<file path="src/rtl/rv32i_decoder_stage.sv">
// RV32I instruction decode stage: combinational decode feeding the ID/EX register.
// The register holds on stall and loads an all-zero bubble on flush (flush wins).
module rv32i_decoder_stage (
  input  logic        clk,
  input  logic        rst_n,
  input  logic        stall,
  input  logic        flush,
  input  logic [31:0] instruction,
  output logic [4:0]  rs1_addr,
  output logic [4:0]  rs2_addr,
  output logic [4:0]  rd_addr,
  output logic [31:0] imm,
  output logic [3:0]  alu_op,
  output logic        reg_write,
  output logic        alu_src,
  output logic        mem_read,
  output logic        mem_write,
  output logic        mem_to_reg,
  output logic        branch,
  output logic        jump,
  output logic        jump_reg
);

  localparam logic [6:0] OP_R      = 7'b0110011;
  localparam logic [6:0] OP_I_ALU  = 7'b0010011;
  localparam logic [6:0] OP_LOAD   = 7'b0000011;
  localparam logic [6:0] OP_STORE  = 7'b0100011;
  localparam logic [6:0] OP_BRANCH = 7'b1100011;
  localparam logic [6:0] OP_JAL    = 7'b1101111;
  localparam logic [6:0] OP_JALR   = 7'b1100111;
  localparam logic [6:0] OP_LUI    = 7'b0110111;
  localparam logic [6:0] OP_AUIPC  = 7'b0010111;

  localparam logic [3:0] ALU_ADD    = 4'd0;
  localparam logic [3:0] ALU_SUB    = 4'd1;
  localparam logic [3:0] ALU_SLL    = 4'd2;
  localparam logic [3:0] ALU_SLT    = 4'd3;
  localparam logic [3:0] ALU_SLTU   = 4'd4;
  localparam logic [3:0] ALU_XOR    = 4'd5;
  localparam logic [3:0] ALU_SRL    = 4'd6;
  localparam logic [3:0] ALU_SRA    = 4'd7;
  localparam logic [3:0] ALU_OR     = 4'd8;
  localparam logic [3:0] ALU_AND    = 4'd9;
  localparam logic [3:0] ALU_PASS_B = 4'd10;

  typedef struct packed {
    logic [4:0]  rs1;
    logic [4:0]  rs2;
    logic [4:0]  rd;
    logic [31:0] imm;
    logic [3:0]  alu_op;
    logic        reg_write;
    logic        alu_src;
    logic        mem_read;
    logic        mem_write;
    logic        mem_to_reg;
    logic        branch;
    logic        jump;
    logic        jump_reg;
  } id_ex_t;

  // alt selects SUB/SRA; callers only pass it when the opcode permits it
  function automatic logic [3:0] alu_from_funct3(input logic [2:0] f3, input logic alt);
    logic [3:0] op;
    case (f3)
      3'b000:  op = alt ? ALU_SUB : ALU_ADD;
      3'b001:  op = ALU_SLL;
      3'b010:  op = ALU_SLT;
      3'b011:  op = ALU_SLTU;
      3'b100:  op = ALU_XOR;
      3'b101:  op = alt ? ALU_SRA : ALU_SRL;
      3'b110:  op = ALU_OR;
      3'b111:  op = ALU_AND;
      default: op = ALU_ADD;
    endcase
    return op;
  endfunction

  id_ex_t     dec_s;
  id_ex_t     id_ex_d;
  id_ex_t     id_ex_q;
  logic [6:0] opcode_s;
  logic [2:0] funct3_s;
  logic [31:0] imm_i_s, imm_s_s, imm_b_s, imm_u_s, imm_j_s;

  assign opcode_s = instruction[6:0];
  assign funct3_s = instruction[14:12];
  assign imm_i_s  = {{20{instruction[31]}}, instruction[31:20]};
  assign imm_s_s  = {{20{instruction[31]}}, instruction[31:25], instruction[11:7]};
  assign imm_b_s  = {{19{instruction[31]}}, instruction[31], instruction[7],
                     instruction[30:25], instruction[11:8], 1'b0};
  assign imm_u_s  = {instruction[31:12], 12'h000};
  assign imm_j_s  = {{11{instruction[31]}}, instruction[31], instruction[19:12],
                     instruction[20], instruction[30:21], 1'b0};

  // Combinational decode of the current instruction word
  always_comb begin
    dec_s     = '0;
    dec_s.rs1 = instruction[19:15];
    dec_s.rs2 = instruction[24:20];
    case (opcode_s)
      OP_R: begin
        dec_s.reg_write = 1'b1;
        dec_s.alu_op    = alu_from_funct3(funct3_s, instruction[30]);
      end
      OP_I_ALU: begin
        dec_s.reg_write = 1'b1;
        dec_s.alu_src   = 1'b1;
        dec_s.imm       = imm_i_s;
        dec_s.alu_op    = alu_from_funct3(funct3_s, (funct3_s == 3'b101) & instruction[30]);
      end
      OP_LOAD: begin
        dec_s.reg_write  = 1'b1;
        dec_s.alu_src    = 1'b1;
        dec_s.mem_read   = 1'b1;
        dec_s.mem_to_reg = 1'b1;
        dec_s.imm        = imm_i_s;
      end
      OP_STORE: begin
        dec_s.alu_src   = 1'b1;
        dec_s.mem_write = 1'b1;
        dec_s.imm       = imm_s_s;
      end
      OP_BRANCH: begin
        dec_s.branch = 1'b1;
        dec_s.imm    = imm_b_s;
        case (funct3_s[2:1])
          2'b10:   dec_s.alu_op = ALU_SLT;
          2'b11:   dec_s.alu_op = ALU_SLTU;
          default: dec_s.alu_op = ALU_SUB;
        endcase
      end
      OP_JAL: begin
        dec_s.reg_write = 1'b1;
        dec_s.jump      = 1'b1;
        dec_s.imm       = imm_j_s;
      end
      OP_JALR: begin
        dec_s.reg_write = 1'b1;
        dec_s.jump_reg  = 1'b1;
        dec_s.alu_src   = 1'b1;
        dec_s.imm       = imm_i_s;
      end
      OP_LUI: begin
        dec_s.reg_write = 1'b1;
        dec_s.alu_src   = 1'b1;
        dec_s.alu_op    = ALU_PASS_B;
        dec_s.imm       = imm_u_s;
      end
      OP_AUIPC: begin
        dec_s.reg_write = 1'b1;
        dec_s.alu_src   = 1'b1;
        dec_s.imm       = imm_u_s;
      end
      default: begin
        dec_s     = '0;
        dec_s.rs1 = instruction[19:15];
        dec_s.rs2 = instruction[24:20];
      end
    endcase
    // rd is only meaningful when something is written back
    if (dec_s.reg_write) begin
      dec_s.rd = instruction[11:7];
    end else begin
      dec_s.rd = 5'd0;
    end
  end

  // Pipeline register next-state: flush beats stall beats a new decode
  always_comb begin
    id_ex_d = dec_s;
    if (flush) begin
      id_ex_d = '0;
    end else if (stall) begin
      id_ex_d = id_ex_q;
    end else begin
      id_ex_d = dec_s;
    end
  end

  // ID/EX register with asynchronous clear
  always_ff @(posedge clk or negedge rst_n) begin
    if (!rst_n) begin
      id_ex_q <= '0;
    end else begin
      id_ex_q <= id_ex_d;
    end
  end

  assign rs1_addr   = id_ex_q.rs1;
  assign rs2_addr   = id_ex_q.rs2;
  assign rd_addr    = id_ex_q.rd;
  assign imm        = id_ex_q.imm;
  assign alu_op     = id_ex_q.alu_op;
  assign reg_write  = id_ex_q.reg_write;
  assign alu_src    = id_ex_q.alu_src;
  assign mem_read   = id_ex_q.mem_read;
  assign mem_write  = id_ex_q.mem_write;
  assign mem_to_reg = id_ex_q.mem_to_reg;
  assign branch     = id_ex_q.branch;
  assign jump       = id_ex_q.jump;
  assign jump_reg   = id_ex_q.jump_reg;

endmodule

</file>
<file path="config.mk">
export PLATFORM = sky130hd
export DESIGN_NAME = rv32i_decoder_stage
export DESIGN_NICKNAME = d
export VERILOG_FILES = /design/src/rtl/rv32i_decoder_stage.sv
export SDC_FILE = /design/constraint.sdc
export NUM_CORES = 1
export LEC_CHECK = 0
export BUFFER_PORTS_ARGS = -buffer_cell sky130_fd_sc_hd__clkbuf_2
export CAP_MARGIN = 40
export CORE_ASPECT_RATIO = 1.4
export CORE_MARGIN = 2
export CORE_UTILIZATION = 47
export CTS_BUF_LIST = sky130_fd_sc_hd__clkbuf_8
export DETAILED_ROUTE_END_ITERATION = 10
export PLACE_DENSITY = 0.79
export SKIP_LAST_GASP = 1
export SLEW_MARGIN = 5
export SYNTH_ARGS = -nofsm -noshare
export SYNTH_HDL_FRONTEND = slang
export SYNTH_SLANG_ARGS = --single-unit
</file>
<file path="constraint.sdc">
create_clock -name clk -period 0.8 [get_ports clk]
set_input_delay 0.12 -clock clk [delete_from_list [all_inputs] [get_ports clk]]
set_output_delay 0.12 -clock clk [all_outputs]
set_load 0.02 [all_outputs]
</file>
; ---- After elaboration in Yosys (flattened, before gate mapping)
; Index checks and enable logic that the tools add are counted.
[op_classes]
eq_ne = 19
mux = 19
n_bitwise = 1
n_shift = 0
n_mul = 0
addsub = 0
reduce_logical = 5
n_div = 0
n_lt_le_gt_ge = 0
[op_table]
columns = operator, count
row1 = $pmux 32 s5, 1
row2 = $mux 59, 2
row3 = $pmux 4 s8, 2
row4 = $eq 7x6->1 const B, 3
row5 = $eq 7x7->1 const B, 3
row6 = $pmux 4 s4, 1
row7 = $eq 7x5->1 const B, 2
row8 = $eq 3x3->1 const B, 4
row9 = $mux 1, 11
row10 = $eq 7x2->1 const B, 1
row11 = $reduce_or 7->1, 1
row12 = $eq 3x2->1 const B, 2
row13 = $pmux 3 s2, 1
row14 = $reduce_or 6->1, 1
row15 = $mux 5, 1
row16 = $eq 2x2->1 const B, 2
row17 = $eq 3x1->1 const B, 1
row18 = $logic_not 3->1, 1
row19 = $reduce_or 3->1, 1
row20 = $ne 2x1->1 const B, 1
row21 = $reduce_or 2->1, 1
row22 = $and 1x1->1, 1
[totals]
n_memories = 0
register_bits = 59
out_inout_bits = 59
ram_bits = 0
latch_bits = 0
rom_bits = 0
in_bits = 36

; ---- Depth between registers and ports, before layout
; Gate-level depths: netlist of run 1.
[logic_depth]
depth_word = 7
mapped_depth = 8

; ---- Worst setup path before layout of run 1
; OpenSTA, ideal clock, no wires.
[synth_path]
path_type = input to register
startpoint = input port instruction[2]
endpoint = register id_ex_q (netlist bit imm[28])
t_arrival_ns = 1.384
required_ns = 0.736
slack_ns = -0.648
stages = 8
setup_ns = 0.064
n_path_buf = 3
cell_sequence = buf_6 nand4bb_1 buf_6 nor3b_4 nor2_2 nor4_4 buf_6 a221o_2
[synth_via]
elab_chain_len = 5
[synth_lines]
columns = element, line_no
row1 = "start, declared", 8  ; input logic [31:0] instruction,
row2 = $eq 7x7->1 (tied with other cells), 101  ; case (opcode_s)
row3 = $reduce_or 3->1 (no line) / $reduce_or 2->1 (equally long branches), -
row4 = $pmux 32 s5 *, 101
row5 = $mux 59 *, 174  ; end else if (stall) begin
row6 = $mux 59 *, 172  ; if (flush) begin
row7 = "end signal, assigned", 186  ; id_ex_q <= id_ex_d;
row8 = "end, declared", 81  ; id_ex_t id_ex_q;
; Every way passes the cells marked *; elsewhere a longest branch is shown, timed or not. The select of a mux whose other input is x is not followed.
; A chain may end at the register's enable or synchronous reset.

; ---- Worst setup path in the final report of run 1
[layout_path]
startpoint = input port instruction[2]
endpoint = register id_ex_q (netlist bit imm[19])
; Same word-level chain as after synthesis.

==> qor.txt, run 1 <==
CP cell instances -> buf_6 > buf_6 > nand4b_1 > buf_4 > buf_4 > nor2_4 > or2_4 > a21oi_1 > o21ai_2
Root buf cell -> clkbuf_8
Core Util, Final -> 95.0%
First-pass GRT wire length -> 16.5 mm
Initial core utilization -> 49.1%
Vias per Instance -> 6.79
GR met3 Demand/Resource -> 7.79%
Final Setup Violations -> 115
Rows -> 32
Via count -> 3671
Kind of start point of the critical path -> primary input
Area occupied by multi-input gates -> 0.00141 sq mm
Power Density -> 1460 mW/mm^2
Post-synth EDFFs -> 0
Drt first pass iters -> 11
Tcrit/Tclk final -> 166%
Cell family with most CP delay -> simple AND/OR/NAND/NOR gates
Largest net degree at the start of global routing -> 25
Drt drc -> 4
Clk buf depth -> 2
Worst Hold Class -> in2reg
Antenna Nets Post-Route -> 0
RSZ-0062 raised after global routing -> true
Max Fclk -> 753 MHz
Max Cap Violations -> 0
Post-Layout Inst Area -> 0.00525 sq mm
WHS -> -0.0114 ns
Final setup margin -> -0.527 ns
Post-Syn Area -> 0.00271 sq mm
Total number of yosys warnings -> 0
Start point of the critical path -> instruction[2]
Vias in the first global route -> 3193
Layout Skew -> 0 ns
CTS tree -> built
Commonest non-fill, non-tap cells in the layout -> 92 x buf_4, 67 x buf_6, 58 x dfrtp_1
#FFs+latches synth -> 58
Register area -> 0.00145 sq mm
Die Ht -> 93.9 um
Failing checks -> DRC, hold timing, setup timing
Fill cell count -> 142
Placed instance area -> 0.00373 sq mm
Met1 Resource Use GR -> 40.7%
Layout Cells excl Fill -> 541
GRT Util Overall -> 35.5%
Die width -> 68.2 um
HPWL Detailed -> 5.75 mm
Sequential area share after synthesis -> 53.5%
TritonCTS buffer count -> 9
Mapped Cells -> 259
Ys async rst share -> 100%
GP Congestion -> 0.871
Setup CP Type -> in2reg
Status -> complete, but fails checks
IO Port Bufs -> 94
LEAKAGE -> 2.61 nW
Max reg flops -> 32
Initial drt markers -> 533
Worst skew pair latency -> 0.35 ns
Worst VDD drop -> 1.29 mV
Share of cells above drive strength 1 -> 63.0%
H-tree lvl count -> 3
Die Area -> 0.00640 sq mm
Worst min-delay path startpoint -> instruction[26]
WP data required -> 1.03 ns
Gr busiest metal -> met2
Grt ovf -> 0
Nets@finish -> 504
Final hold violations -> 1
Slew Viols, Final -> 0
Routed WL -> 15.1 mm
Syn_nets -> 295
Cell variety after synth -> 43
Worst-path clk slew -> 0.09 ns
Startpoint of the worst-slack reg-to-reg timing path -> alu_op[1]$_DFFE_PN0P_
Slew HR -> 69.3%
Slew @ Worst Pin -> 0.460 ns
Buffer and inverter count on the worst path -> 4
Antenna cells -> 0
Critical path fanouts, max -> 8
Commonest non-fill, non-tap cell in the layout -> buf_4
Crit-path max cell delay -> 0.36 ns
Wire length per cell -> 27.9 um
Clk sinks -> 58
Core Region -> 0.00553 sq mm
Met2 global-route usage -> 59.8%
Most used DFF post-synth -> dfrtp_1
Dpl cells -> 466
Post-layout min period -> 1.33 ns
CP Capture Type -> flop
WP data arrival -> 1.55 ns
I/O Pins -> 95
Synth-to-layout area growth -> 93.5%
Mapped Avg Cell Area -> 10.5 sq um
Slowest cell on the critical path -> a21oi_1
Initial antenna violation count -> 0
## layout make-up
class | instances | area share (%)
clock buffers | 11 | 2.89
clock inverters | 5 | 1.48
inverters | 6 | 0.453
multi-input cells | 173 | 26.9
flip-flops and latches | 58 | 27.7
well taps | 68 | 1.62
repair buffers | 220 | 39.0
## synthesized netlist by cell type, types with 2 or more instances
| master | n | area (sq um) |
|---|---|---|
| nand2b_1 | 2 | 12.5 |
| buf_1 | 4 | 15.0 |
| or2_2 | 2 | 12.5 |
| a22oi_1 | 6 | 45.0 |
| mux2i_1 | 13 | 130 |
| buf_6 | 3 | 33.8 |
| a221o_2 | 10 | 113 |
| nand4b_1 | 2 | 17.5 |
| nand3_1 | 3 | 15.0 |
| a21oi_1 | 17 | 85.1 |
| clkbuf_1 | 9 | 33.8 |
| nor2_1 | 34 | 128 |
| a221oi_1 | 7 | 61.3 |
| dfrtp_1 | 58 | 1450 |
| nor2b_1 | 3 | 18.8 |
| a211oi_1 | 2 | 15.0 |
| buf_2 | 5 | 25.0 |
| a22o_1 | 6 | 52.6 |
| inv_1 | 5 | 18.8 |
| or3_1 | 2 | 12.5 |
| o21ai_0 | 15 | 75.1 |
| nor3_1 | 10 | 50.1 |
| nand2_1 | 21 | 78.8 |
## path summary, 6_finish.rpt
check / endpoint / slack, ns / depth (start not counted)
worst min-delay path: imm[6]$_DFFE_PN0P_ / -0.01 / 2
worst min register to register: imm[0]$_DFFE_PN0P_ / 0.55 / 2
max in group asynchronous: imm[19]$_DFFE_PN0P_ / 0.18 / 3
worst max-delay path: imm[19]$_DFFE_PN0P_ / -0.53 / 9
min in group asynchronous: reg_write$_DFFE_PN0P_ / 0.18 / 2
worst max register to register: alu_op[1]$_DFFE_PN0P_ / -0.33 / 3
## stage by stage
stage | hold WS [ns] | setup TNS (ns) | total power, mW | worst slack, ns
floorplan | -0.176 | -22.20 | 3.49 | -0.637
finish | -0.0114 | -32.66 | 7.66 | -0.527
CTS | 0.00962 | -26.12 | 7.13 | -0.362
global route | -0.0161 | -36.67 | 7.82 | -0.608
global placement | -0.00317 | -29.28 | 3.94 | -0.671
detailed placement | 0.00126 | -31.53 | 3.96 | -0.717
## cells by family after synthesis
kind of cell    Yosys count  synth area share [%]
buf+inv                  28                  5.08
compound gates           71                  19.8
mux                      13                  4.80
flops                    58                  53.5
simple gates             89                  16.8
## where the power goes
part	internal (mW)	leakage [nW]	switching (mW)	total, mW
Clock	1.91	0.121	1.37	3.29
Sequential	2.99	0.799	0.0555	3.04
Combinational	0.592	1.69	0.742	1.33
Total	5.49	2.61	2.17	7.66
## repair_timing
action                                  4_1_cts  5_1_grt
pin swaps                                    20       26
resized for setup                            90      164
hold buffers                                  2        0
cloned                                        1        0
endpoints found under the setup margin      107      107
endpoints found under the hold margin        59        0
buffers inserted                             28       28
## metal layers
layer,part of all wire [%],vias up
li1,-,1361
met1,33,1757
met2,48,396
met3,10,157
met4,9.3,0
met5,0,-
Power figures use the tool's default switching activity.
==> run 2: changes to the inputs <==
CORE_UTILIZATION = 52   (was 47)
PLACE_DENSITY = 0.83   (was 0.79)
clock period = 1.3 ns   (was 0.8 ns; I/O delays follow)
==> qor.txt, run 2 (same netlist as run 1, synthesis figures left out) <==
Kind of start point of the critical path -> primary input
IO Port Bufs -> 94
HPWL Detailed -> 5.22 mm
CTS tree -> built
Max Cap Violations -> 0
Root buf cell -> clkbuf_8
Status -> finished clean
WHS -> 0.100 ns
Worst Setup EP -> imm[17]$_DFFE_PN0P_
TritonCTS buffer count -> 9
Slew @ Worst Pin -> 0.403 ns
Crit-path max cell delay -> 0.35 ns
Worst min-delay path startpoint -> instruction[27]
Die Area -> 0.00582 sq mm
Slowest cell on the critical path -> or2_2
Synth-to-layout area growth -> 35.7%
Final hold violations -> 0
Clk sinks -> 58
WP data required -> 1.52 ns
Critical path fanouts, max -> 8
R2R cell count -> 2
Commonest non-fill, non-tap cell in the layout -> clkbuf_2
Power Density -> 1100 mW/mm^2
Antenna cells -> 0
Layout Skew -> 0 ns
Die width -> 65.0 um
Die Ht -> 89.4 um
Initial drt markers -> 202
Initial core utilization -> 53.0%
Rows -> 31
Reg2Reg Setup Slack -> 0.36 ns
GRT Util Overall -> 26.3%
RSZ-0062 raised after global routing -> true
Worst-path clk slew -> 0.06 ns
Startpoint of the worst-slack reg-to-reg timing path -> alu_op[1]$_DFFE_PN0P_
Nets@finish -> 415
Worst skew pair latency -> 0.33 ns
WP data arrival -> 1.49 ns
Wire length per cell -> 16.0 um
I/O Pins -> 95
Drt first pass iters -> 4
Share of cells above drive strength 1 -> 43.3%
Largest net degree at the start of global routing -> 59
R2R Path End -> alu_op[1]$_DFFE_PN0P_
CP Capture Type -> flop
Worst VDD drop -> 0.603 mV
Worst path depth -> 8
Tcrit/Tclk final -> 97.6%
Slew Viols, Final -> 0
First-pass GRT wire length -> 11.5 mm
Via count -> 2525
Grt ovf -> 0
Vias in the first global route -> 2495
Commonest non-fill, non-tap cells in the layout -> 94 x clkbuf_2, 58 x dfrtp_1, 35 x buf_4
Slew HR -> 73.1%
Initial antenna violation count -> 0
Core Region -> 0.00512 sq mm
Clk buf depth -> 2
Cell family with most CP delay -> simple AND/OR/NAND/NOR gates
Antenna Nets Post-Route -> 0
Vias per Instance -> 5.62
Core Util, Final -> 71.9%
Drt drc -> 0
Max reg flops -> 32
Routed WL -> 7.17 mm
Final Setup Violations -> 0
H-tree lvl count -> 3
LEAKAGE -> 1.90 nW
Post-layout min period -> 1.27 ns
Worst path most repeated cell -> buf_4
Setup CP Type -> in2reg
GP Congestion -> 0.832
Buffer and inverter count on the worst path -> 3
Start point of the critical path -> instruction[2]
Max Fclk -> 789 MHz
Worst Hold Class -> in2reg
CP cell instances -> clkbuf_2 > buf_4 > nand4b_1 > buf_4 > nor2_1 > or2_2 > a21oi_1 > o21ai_1
## run 2: power by group
group          total (mW)  switching [mW]  internal, mW
logic               0.490           0.297         0.193
clock network        1.69           0.665          1.02
registers            1.86          0.0196          1.84
## run 2: worst register-to-register path: stages (launching register included)
cell      delay [ns]
dfrtp_1         0.41
a222oi_1        0.27
a221oi_1        0.13
## run 2: stage by stage
step / TNS (ns) / cell area [sq um] / worst slack (ns) / std cells / total power [mW]
after floorplan: -4.68 / 2730 / -0.212 / 259 / 2.12
after detailed placement: -13.18 / 3440 / -0.541 / 433 / 2.37
after CTS: 0 / 3680 / 0.0542 / 449 / 4.06
final: 0 / 3680 / 0.0318 / 449 / 4.04
after global placement: -9.67 / 3440 / -0.354 / 433 / 2.36
after global routing: -0.00250 / 3680 / -0.00250 / 449 / 4.20
## run 2: timing repair
action | 4_1_cts | 5_1_grt
cloned | 0 | 0
hold endpoints to repair | 58 | 0
hold buffers | 1 | 0
setup buffers | 0 | 0
endpoints found under the setup margin | 15 | 1
resized for setup | 3 | 0
## run 2: layout make-up
type	count	area, sq um
Timing Repair Buffer	131	763
Inverter	6	23.8
Clock buffer	12	165
Tap cell	66	82.6
Fill cell	399	1440
Multi-Input combinational cell	173	1150
Clock inverter	3	38.8
Sequential cell	58	1450
## run 2: how the worst min path moves through the flow
stage,depth (start not counted),slack [ns],endpoint
5_1_grt,2,0.09,imm[9]$_DFFE_PN0P_
6_report,2,0.1,imm[7]$_DFFE_PN0P_
4_1_cts,2,0.09,imm[6]$_DFFE_PN0P_
2_1_floorplan,0,-0.10,alu_op[0]$_DFFE_PN0P_
3_3_place_gp,2,0.22,rd_addr[2]$_DFFE_PN0P_
3_5_place_dp,2,0.22,rd_addr[1]$_DFFE_PN0P_
## run 2: layer usage
layer  vias to the layer above  wire length [um]  track usage, %
met1                      1225              2880            31.6
met5                         -                 0               0
met4                         0               212            15.5
li1                       1190                 -               -
met3                        17               373            6.80
met2                        93              3700            42.9
==> run 3: changes to the inputs <==
CORE_UTILIZATION = 50   (was 52)
CTS_BUF_LIST = sky130_fd_sc_hd__clkbuf_16   (was sky130_fd_sc_hd__clkbuf_8)
PLACE_DENSITY = 0.8   (was 0.83)
==> qor.txt, run 3 (same netlist as run 1, synthesis figures left out) <==
Status -> finished clean
Antenna Nets Post-Route -> 0
Die Ht -> 91.1 um
Drt drc -> 0
Worst VDD drop -> 0.911 mV
Commonest non-fill, non-tap cells in the layout -> 94 x clkbuf_2, 58 x dfrtp_1, 35 x buf_4
Drt first pass iters -> 5
Grt ovf -> 0
Share of cells above drive strength 1 -> 44.0%
Nets@finish -> 415
Root buf cell -> clkbuf_16
Final hold violations -> 0
Worst min-delay path startpoint -> instruction[26]
Max Fclk -> 787 MHz
Initial drt markers -> 197
CTS tree -> built
Slew @ Worst Pin -> 0.430 ns
Layout Cells excl Fill -> 450
Crit-path max cell delay -> 0.40 ns
Clk buf depth -> 2
Final Setup Violations -> 0
R2R cell count -> 2
Critical path fanouts, max -> 11
Slowest cell on the critical path -> a221o_2
I/O Pins -> 95
Placed instance area -> 0.00344 sq mm
Worst skew pair latency -> 0.32 ns
Worst Hold Class -> in2reg
Slew HR -> 71.3%
Met2 WL -> 3.97 mm
Vias in the first global route -> 2552
First-pass GRT wire length -> 12.4 mm
RSZ-0062 raised after global routing -> true
Vias per Instance -> 5.73
Synth-to-layout area growth -> 42.1%
TritonCTS buffer count -> 9
Reg2Reg Setup Slack -> 0.41 ns
Post-Layout Inst Area -> 0.00385 sq mm
H-tree lvl count -> 3
HPWL Detailed -> 5.31 mm
Antenna cells -> 0
LEAKAGE -> 1.96 nW
Die Area -> 0.00604 sq mm
Place WS -> -0.436 ns
Post-layout min period -> 1.27 ns
Layout Skew -> 0 ns
Initial antenna violation count -> 0
Core Region -> 0.00520 sq mm
Worst-path clk slew -> 0.05 ns
Power Density -> 1360 mW/mm^2
Total setup buffers inserted after CTS -> 0
WP data arrival -> 1.47 ns
Total Power -> 5.25 mW
Die width -> 66.2 um
Initial core utilization -> 52.2%
Startpoint of the worst-slack reg-to-reg timing path -> alu_op[1]$_DFFE_PN0P_
Slew Viols, Final -> 0
Kind of start point of the critical path -> primary input
IO Port Bufs -> 94
Wire length per cell -> 17.2 um
GP Congestion -> 0.821
Worst Hold Path EP -> imm[6]$_DFFE_PN0P_
Clk sinks -> 58
Dpl cells -> 433
Met3 WL -> 509 um
Commonest non-fill, non-tap cell in the layout -> clkbuf_2
Tcrit/Tclk final -> 97.7%
Max reg flops -> 32
CP Capture Type -> flop
Final setup margin -> 0.0293 ns
R2R Path End -> alu_op[1]$_DFFE_PN0P_
Largest net degree at the start of global routing -> 59
GRT Util Overall -> 27.2%
WHS Path Cells -> 2
Routed WL -> 7.74 mm
Met1 Wirelength -> 3.03 mm
CP cell instances -> clkbuf_2 > and3b_1 > and3_1 > and2_1 > a221o_2
Rows -> 31
Max Cap Violations -> 0
Max layer used -> met4
Setup CP Type -> in2reg
WP data required -> 1.50 ns
Via count -> 2579
[run 3: cell count changes in the layout (fill, tap and decap cells not counted), sizes merged]
cell	change
bufinv	+3
clkbuf	-3
clkinvlp	+1
[run 3: worst max path at each step]
stage	end	cells after the start	startpoint
3_3_place_gp	alu_op[1]$_DFFE_PN0P_	6	instruction[3]
2_1_floorplan	imm[28]$_DFFE_PN0P_	8	instruction[2]
5_1_grt	imm[27]$_DFFE_PN0P_	8	instruction[2]
4_1_cts	mem_to_reg$_DFFE_PN0P_	7	instruction[3]
3_5_place_dp	alu_op[1]$_DFFE_PN0P_	6	instruction[3]
6_report	imm[27]$_DFFE_PN0P_	5	instruction[0]
[run 3: final cells by class]
class | instances | area (sq um)
Clock buffer | 9 | 225
Clock inverter | 7 | 140
Fill cell | 365 | 1350
Inverter | 6 | 23.8
Multi-Input combinational cell | 173 | 1170
Sequential cell | 58 | 1450
Tap cell | 66 | 82.6
Timing Repair Buffer | 131 | 763
[run 3: worst max-delay path, delay by kind of cell]
| family | cells | cell delay, ns |
|---|---|---|
| buf+inv | 1 | 0.13 |
| simple gates | 3 | 0.76 |
| compound gates | 1 | 0.40 |
[run 3: stage by stage]
stage	hold WS (ns)	util (%)	TNS, ns
finish	0.105	74.1	0
global route	0.109	74.1	-0.0214
CTS	0.104	73.7	0
detailed placement	0.224	66.2	-11.80
global placement	0.223	66.2	-10.17
floorplan	-0.101	-	-4.68
[run 3: repair_timing]
item	in CTS	in global routing
hold buffers	1	0
gates resized for setup	2	5
endpoints found under the setup margin	9	21
hold endpoints to repair	58	0
[run 3: routing by layer]
metal  vias to the layer above  track usage, %
met3                        23            5.70
met4                         0            13.6
met5                         -               0
met2                       121            43.2
met1                      1249            34.6
li1                       1186               -
[run 3: report_power, final]
group | leakage (nW) | switching (mW) | internal [mW]
logic | 0.990 | 0.304 | 0.194
registers | 0.799 | 0.0211 | 1.84
clock network | 0.174 | 0.821 | 2.06
total | 1.96 | 1.15 | 4.10
